`config.mk`:
```
export PLATFORM = sky130hd
export DESIGN_NAME = seq_chunk_adder_flat
export DESIGN_NICKNAME = d
export VERILOG_FILES = /design/src/rtl/seq_chunk_adder_if.sv /design/src/rtl/seq_chunk_adder.sv /design/src/flat_wrapper.sv
export SDC_FILE = /design/constraint.sdc
export NUM_CORES = 1
export LEC_CHECK = 0
export ABC_AREA = 1
export CAP_MARGIN = 0
export CORE_UTILIZATION = 45
export CTS_CLUSTER_DIAMETER = 50
export DETAILED_ROUTE_END_ITERATION = 16
export PLACE_DENSITY = 0.69
export SLEW_MARGIN = 15
export SYNTH_ARGS = -nofsm -noshare
export SYNTH_HDL_FRONTEND = slang
export SYNTH_SLANG_ARGS = --single-unit
```
`constraint.sdc`:
```
create_clock -name i_clk -period 2.8 [get_ports i_clk]
set_clock_uncertainty 0.15 [all_clocks]
set_input_delay 0.56 -clock i_clk [delete_from_list [all_inputs] [get_ports i_clk]]
set_output_delay 0.56 -clock i_clk [all_outputs]
set_load 0.02 [all_outputs]
```
`src/rtl/seq_chunk_adder_if.sv`:
```
// Handshake and operand bus for seq_chunk_adder. The subtract select i_sub
// exists only when SEQ_ADDER_SUB_EN is defined.
interface seq_chunk_adder_if #(
    parameter int WIDTH = 8
);
    logic             i_start;
    logic [WIDTH-1:0] i_add_term1;
    logic [WIDTH-1:0] i_add_term2;
`ifdef SEQ_ADDER_SUB_EN
    logic             i_sub;
`endif
    logic             o_ready;
    logic             o_valid;
    logic [WIDTH:0]   o_result;

`ifdef SEQ_ADDER_SUB_EN
    modport master (
        output i_start, i_add_term1, i_add_term2, i_sub,
        input  o_ready, o_valid, o_result
    );
    modport slave (
        input  i_start, i_add_term1, i_add_term2, i_sub,
        output o_ready, o_valid, o_result
    );
`else
    modport master (
        output i_start, i_add_term1, i_add_term2,
        input  o_ready, o_valid, o_result
    );
    modport slave (
        input  i_start, i_add_term1, i_add_term2,
        output o_ready, o_valid, o_result
    );
`endif
endinterface

```
`src/rtl/seq_chunk_adder.sv`:
```
// Multi-cycle adder: CHUNK bits per clock through a registered ripple carry.
// Optional subtract mode is enabled by defining SEQ_ADDER_SUB_EN.
module seq_chunk_adder #(
    parameter int WIDTH = 8,
    parameter int CHUNK = 2
) (
    input  logic               i_clk,
    input  logic               i_rst_n,
    seq_chunk_adder_if.slave   bus
);

    localparam int NUM_CHUNKS = WIDTH / CHUNK;
    localparam int K_W        = (NUM_CHUNKS > 1) ? $clog2(NUM_CHUNKS) : 1;
    localparam logic [K_W-1:0] LAST_K = K_W'(NUM_CHUNKS - 1);

    typedef enum logic [1:0] {
        IDLE,
        RUN,
        DONE
    } state_t;

    typedef logic [NUM_CHUNKS-1:0][CHUNK-1:0] chunks_t;

    state_t         state_q,  state_d;
    chunks_t        a_q,      a_d;
    chunks_t        b_q,      b_d;
    chunks_t        sum_q,    sum_d;
    logic [K_W-1:0] k_q,      k_d;
    logic           carry_q,  carry_d;
    logic [WIDTH:0] result_q, result_d;
    logic           valid_q,  valid_d;

    logic [CHUNK:0] chunk_sum;

    // b_q holds the already-inverted operand when subtracting, so RUN is a plain add.
    assign chunk_sum = {1'b0, a_q[k_q]} + {1'b0, b_q[k_q]} + (CHUNK + 1)'(carry_q);

    always_comb begin
        state_d  = state_q;
        a_d      = a_q;
        b_d      = b_q;
        sum_d    = sum_q;
        k_d      = k_q;
        carry_d  = carry_q;
        result_d = result_q;
        valid_d  = 1'b0;

        case (state_q)
            IDLE: begin
                if (bus.i_start) begin
                    a_d     = bus.i_add_term1;
                    sum_d   = '0;
                    k_d     = '0;
`ifdef SEQ_ADDER_SUB_EN
                    b_d     = bus.i_sub ? ~bus.i_add_term2 : bus.i_add_term2;
                    carry_d = bus.i_sub;
`else
                    b_d     = bus.i_add_term2;
                    carry_d = 1'b0;
`endif
                    state_d = RUN;
                end
            end
            RUN: begin
                sum_d[k_q] = chunk_sum[CHUNK-1:0];
                carry_d    = chunk_sum[CHUNK];
                if (k_q == LAST_K) begin
                    result_d = {chunk_sum[CHUNK], sum_d};
                    valid_d  = 1'b1;
                    state_d  = DONE;
                end else begin
                    k_d = k_q + K_W'(1);
                end
            end
            DONE: begin
                state_d = IDLE;
            end
            default: begin
                state_d = IDLE;
            end
        endcase
    end

    always_ff @(posedge i_clk) begin
        if (!i_rst_n) begin
            state_q  <= IDLE;
            a_q      <= '0;
            b_q      <= '0;
            sum_q    <= '0;
            k_q      <= '0;
            carry_q  <= 1'b0;
            result_q <= '0;
            valid_q  <= 1'b0;
        end else begin
            state_q  <= state_d;
            a_q      <= a_d;
            b_q      <= b_d;
            sum_q    <= sum_d;
            k_q      <= k_d;
            carry_q  <= carry_d;
            result_q <= result_d;
            valid_q  <= valid_d;
        end
    end

    assign bus.o_ready  = (state_q == IDLE);
    assign bus.o_valid  = valid_q;
    assign bus.o_result = result_q;

endmodule
```
`src/flat_wrapper.sv`:
```
// flat-port wrapper written by rule: the top's interface ports become plain ports
module seq_chunk_adder_flat 
#(
    parameter int WIDTH = 8,
    parameter int CHUNK = 2
)
  (i_clk, i_rst_n, bus_i_start, bus_i_add_term1, bus_i_add_term2, bus_o_ready, bus_o_valid, bus_o_result);
  seq_chunk_adder_if #(.WIDTH(WIDTH)) bus_i ();
  input  logic i_clk;
  input  logic i_rst_n;
  input wire logic [$bits(bus_i.i_start)-1:0] bus_i_start;
  input wire logic [$bits(bus_i.i_add_term1)-1:0] bus_i_add_term1;
  input wire logic [$bits(bus_i.i_add_term2)-1:0] bus_i_add_term2;
  output wire logic [$bits(bus_i.o_ready)-1:0] bus_o_ready;
  output wire logic [$bits(bus_i.o_valid)-1:0] bus_o_valid;
  output wire logic [$bits(bus_i.o_result)-1:0] bus_o_result;
  assign bus_i.i_start = bus_i_start;
  assign bus_i.i_add_term1 = bus_i_add_term1;
  assign bus_i.i_add_term2 = bus_i_add_term2;
  assign bus_o_ready = bus_i.o_ready;
  assign bus_o_valid = bus_i.o_valid;
  assign bus_o_result = bus_i.o_result;
  seq_chunk_adder #(.WIDTH(WIDTH), .CHUNK(CHUNK)) u_core (.i_clk(i_clk), .i_rst_n(i_rst_n), .bus(bus_i));
endmodule
```
==> impl_metrics.py <==
metrics = {
    "sta": {
        "fmax_mhz": 402,
        "rsz0062_at_grt": "no",
        "fin_ws_ns": 0.313,
        "tns_ns": 0,
        "tightest_slew_ns": 0.496,
        "final-hold-violation-count": 0,
        "setup_viol_count_final": 0,
        "maxSlewHeadroom_pct": 66.8,
        "maxSlewViolCount": 0,
        "fin_crit_ns": 2.49,
        "fin_crit_sh_pct": 88.8,
    },
    "worst_setup_path": {
        "reg2reg_depth": 9,
        "required_ns": 2.87,
        "start_kind": "flip-flop",
        "crit_type": "flip-flop to flip-flop",
        "crit_end": "u_core.sum_q[7]",
        "r2r-end": "u_core.sum_q[7]",
        "crit_path_max_fanout": 12,
        "critPathLaunch": "u_core.k_q[0]",
        "reg2reg_slack_ns": 0.31,
        "reg2reg_from": "u_core.k_q[0]",
        "end_kind": "flip-flop",
        "arrival_ns": 2.56,
    },
    "die": {
        "num_rows": 22,
        "initial_core_util_pct": 46.8,
        "die_width_um": 63.7,
        "die-area_um2": 4060,
        "die_h_um": 63.7,
        "core_um2": 3660,
        "ios": 30,
    },
    "yosys": {
        "async_flop_share_pct": 0,
        "synth_seq_cells": 38,
        "synth_most_common_cell": "nand2_1",
        "synth_top_area_share_pct": 44.4,
        "syn_avg_cell_area_um2": 7.26,
        "synth_xor_area_share_pct": 0,
        "yosysSeqAreaShare_pct": 44.4,
        "ys_top_cells_by_count": "55 x nand2_1, 40 x nor2_1, 38 x dfxtp_1, 23 x nand3_1, 20 x inv_1",
        "yosysUniqueCellTypes": 23,
        "yosysWarnings": 0,
        "ys.flop_type": "dfxtp_1",
        "synth_area_leaders": "dfxtp_1 44%, nand2_1 12%, nor2_1 8.8%",
        "syn_area_um2": 1710,
        "synth-edff-count": 0,
        "synthAdderAreaFrac_pct": 5.26,
        "synth_fp_nets": 261,
        "netlist_instances": 236,
        "synth_mux_area_share_pct": 0,
        "synth_top_family_by_area": "simple AND/OR/NAND/NOR gates",
        "synth-simple-area-share_pct": 31.6,
        "synth_top_area_cell": "dfxtp_1",
        "synth_compound_area_share_pct": 11.0,
    },
    "pwr": {
        "ir_drop_v": 0.000483,
        "powerDensity_nw_per_um2": 589,
        "p_leak_nw": 0.879,
    },
    "routing": {
        "firstDrtPassIters": 4,
        "vias": 1493,
        "avgViaCountPerCell": 4.77,
        "drt-wirelength-per-cell_um": 10.7,
        "postRouteAntennaNets": 0,
        "drc": 0,
        "drt-total-wl_um": 3350,
        "first_iter_violations": 30,
    },
    "clock_network": {
        "cts-buffers-inserted": 5,
        "clk_pin_slew_ns": 0.07,
        "cts_tree": "built",
        "clock_latency_ns": 0.29,
        "clk_path_buf_depth": 2,
        "cts_sinks": 38,
        "cts_resized": 0,
        "post_cts_hold_buffer_count": 0,
        "post-cts-setup-buffers": 0,
        "ctsHtreeMaxLevel": 2,
        "cts-root-buf": "clkbuf_8",
    },
    "finish": {
        "antenna_cells": 0,
        "fin_area_um2": 2140,
        "drive_above_1_share_pct": 7.55,
        "nets": 290,
        "syn2layout_area_growth_pct": 24.9,
    },
    "placed_design": {
        "portBuffers": 29,
        "place_ws_ns": 0.298,
        "dpl_cell_area_um2": 2020,
        "gp_congestion": 0.779,
        "hpwl_um": 2510,
    },
    "global_routing": {
        "grt_max_degree": 19,
        "antenna_found_initial": 0,
        "first_global_vias": 1378,
        "grt_overflow": 0,
        "grt_first_pass_wirelength_um": 6060,
        "track_usage_pct": 19.7,
    },
    "run_status": {
        "status": "finished, final reports clean",
    },
    "min_path": {
        "hold_path.class": "flip-flop to flip-flop",
        "worstHoldPathCells": 2,
    },
    "job": {
        "max-cap-violations": 0,
    },
}
## registers in the layout, indices dropped and copies added (netlist names)
| name | cells |
|---|---|
| u_core.a_q | 8 |
| u_core.b_q | 8 |
| u_core.sum_q | 7 |
| u_core.carry_q | 1 |
| u_core.k_q | 2 |
| u_core.state_q | 2 |
| u_core.bus.o_valid | 1 |
| u_core.bus.o_result | 9 |
## worst max-delay path: stages, from the launching register on
cell and delay (ns):
dfxtp_1 0.57, clkinvlp_4 0.33, nand2_1 0.11, nand3_1 0.07
nand2_1 0.10, fa_1 0.19, fa_1 0.46, o21ai_0 0.25
nand2_1 0.08, a21oi_1 0.12
## per-layer routing
metal  GRT usage (%)  wire [um]  vias to the layer above
met4            9.38         64                        0
li1                -          -                      800
met5               0          0                        -
met1            22.0       1510                      657
met3            5.43        120                        6
met2            34.0       1650                       30
## cells in the final DEF (no fill, tap or decap), types with 4 or more instances in the layout
cell type	Yosys	final
clkbuf_8	0	6
nor2_1	40	40
nand3_1	23	23
o21ai_1	7	7
nand2_1	55	55
ha_1	4	4
clkdlybuf4s50_1	0	29
dfxtp_1	38	38
a21oi_1	10	10
inv_1	20	19
o21ai_0	17	17
## power breakdown
group,leakage (nW),internal (W),switching [W],total [W]
registers,0.311,0.000569,0.0000226,0.000591
logic,0.511,0.0000844,0.000116,0.000201
clock network,0.0573,0.000285,0.000184,0.000469
total,0.879,0.000938,0.000323,0.00126
## per-stage QoR
step	util (%)	power (W)	instances	hold slack, ns
after global routing	58.4	0.00133	313	0.343
after detailed placement	55.3	0.000805	306	0.305
after floorplan	-	0.000745	236	0.287
after global placement	55.3	0.000802	306	0.299
after CTS	58.3	0.00127	313	0.316
final	58.4	0.00126	313	0.313
## cells by family after synthesis
family / Yosys count
simple gates: 126
flops: 38
compound gates: 36
buf+inv: 30
fa+ha+maj: 6
## worst min-delay path by stage
| stage | slack [ns] | startpoint | to |
|---|---|---|---|
| 3_5_place_dp | 0.31 | u_core.sum_q[1] | u_core.sum_q[1] |
| 3_3_place_gp | 0.30 | u_core.sum_q[3] | u_core.sum_q[3] |
| 2_1_floorplan | 0.29 | u_core.sum_q[5] | u_core.sum_q[5] |
| 5_1_grt | 0.34 | u_core.sum_q[1] | u_core.sum_q[1] |
| 4_1_cts | 0.32 | u_core.sum_q[1] | u_core.sum_q[1] |
| 6_report | 0.31 | u_core.sum_q[5] | u_core.sum_q[5] |
## final cells by class
cell class              instances  area (um2)
repair buffers                 30         298
well taps                      48        60.1
multi-input cells             168         820
flip-flops and latches         38         761
inverters                      22        88.8
clock inverters                 1        30.0
fillers                       353        1520
clock buffers                   6        82.6
No activity file was read; power rests on OpenSTA's default activity.
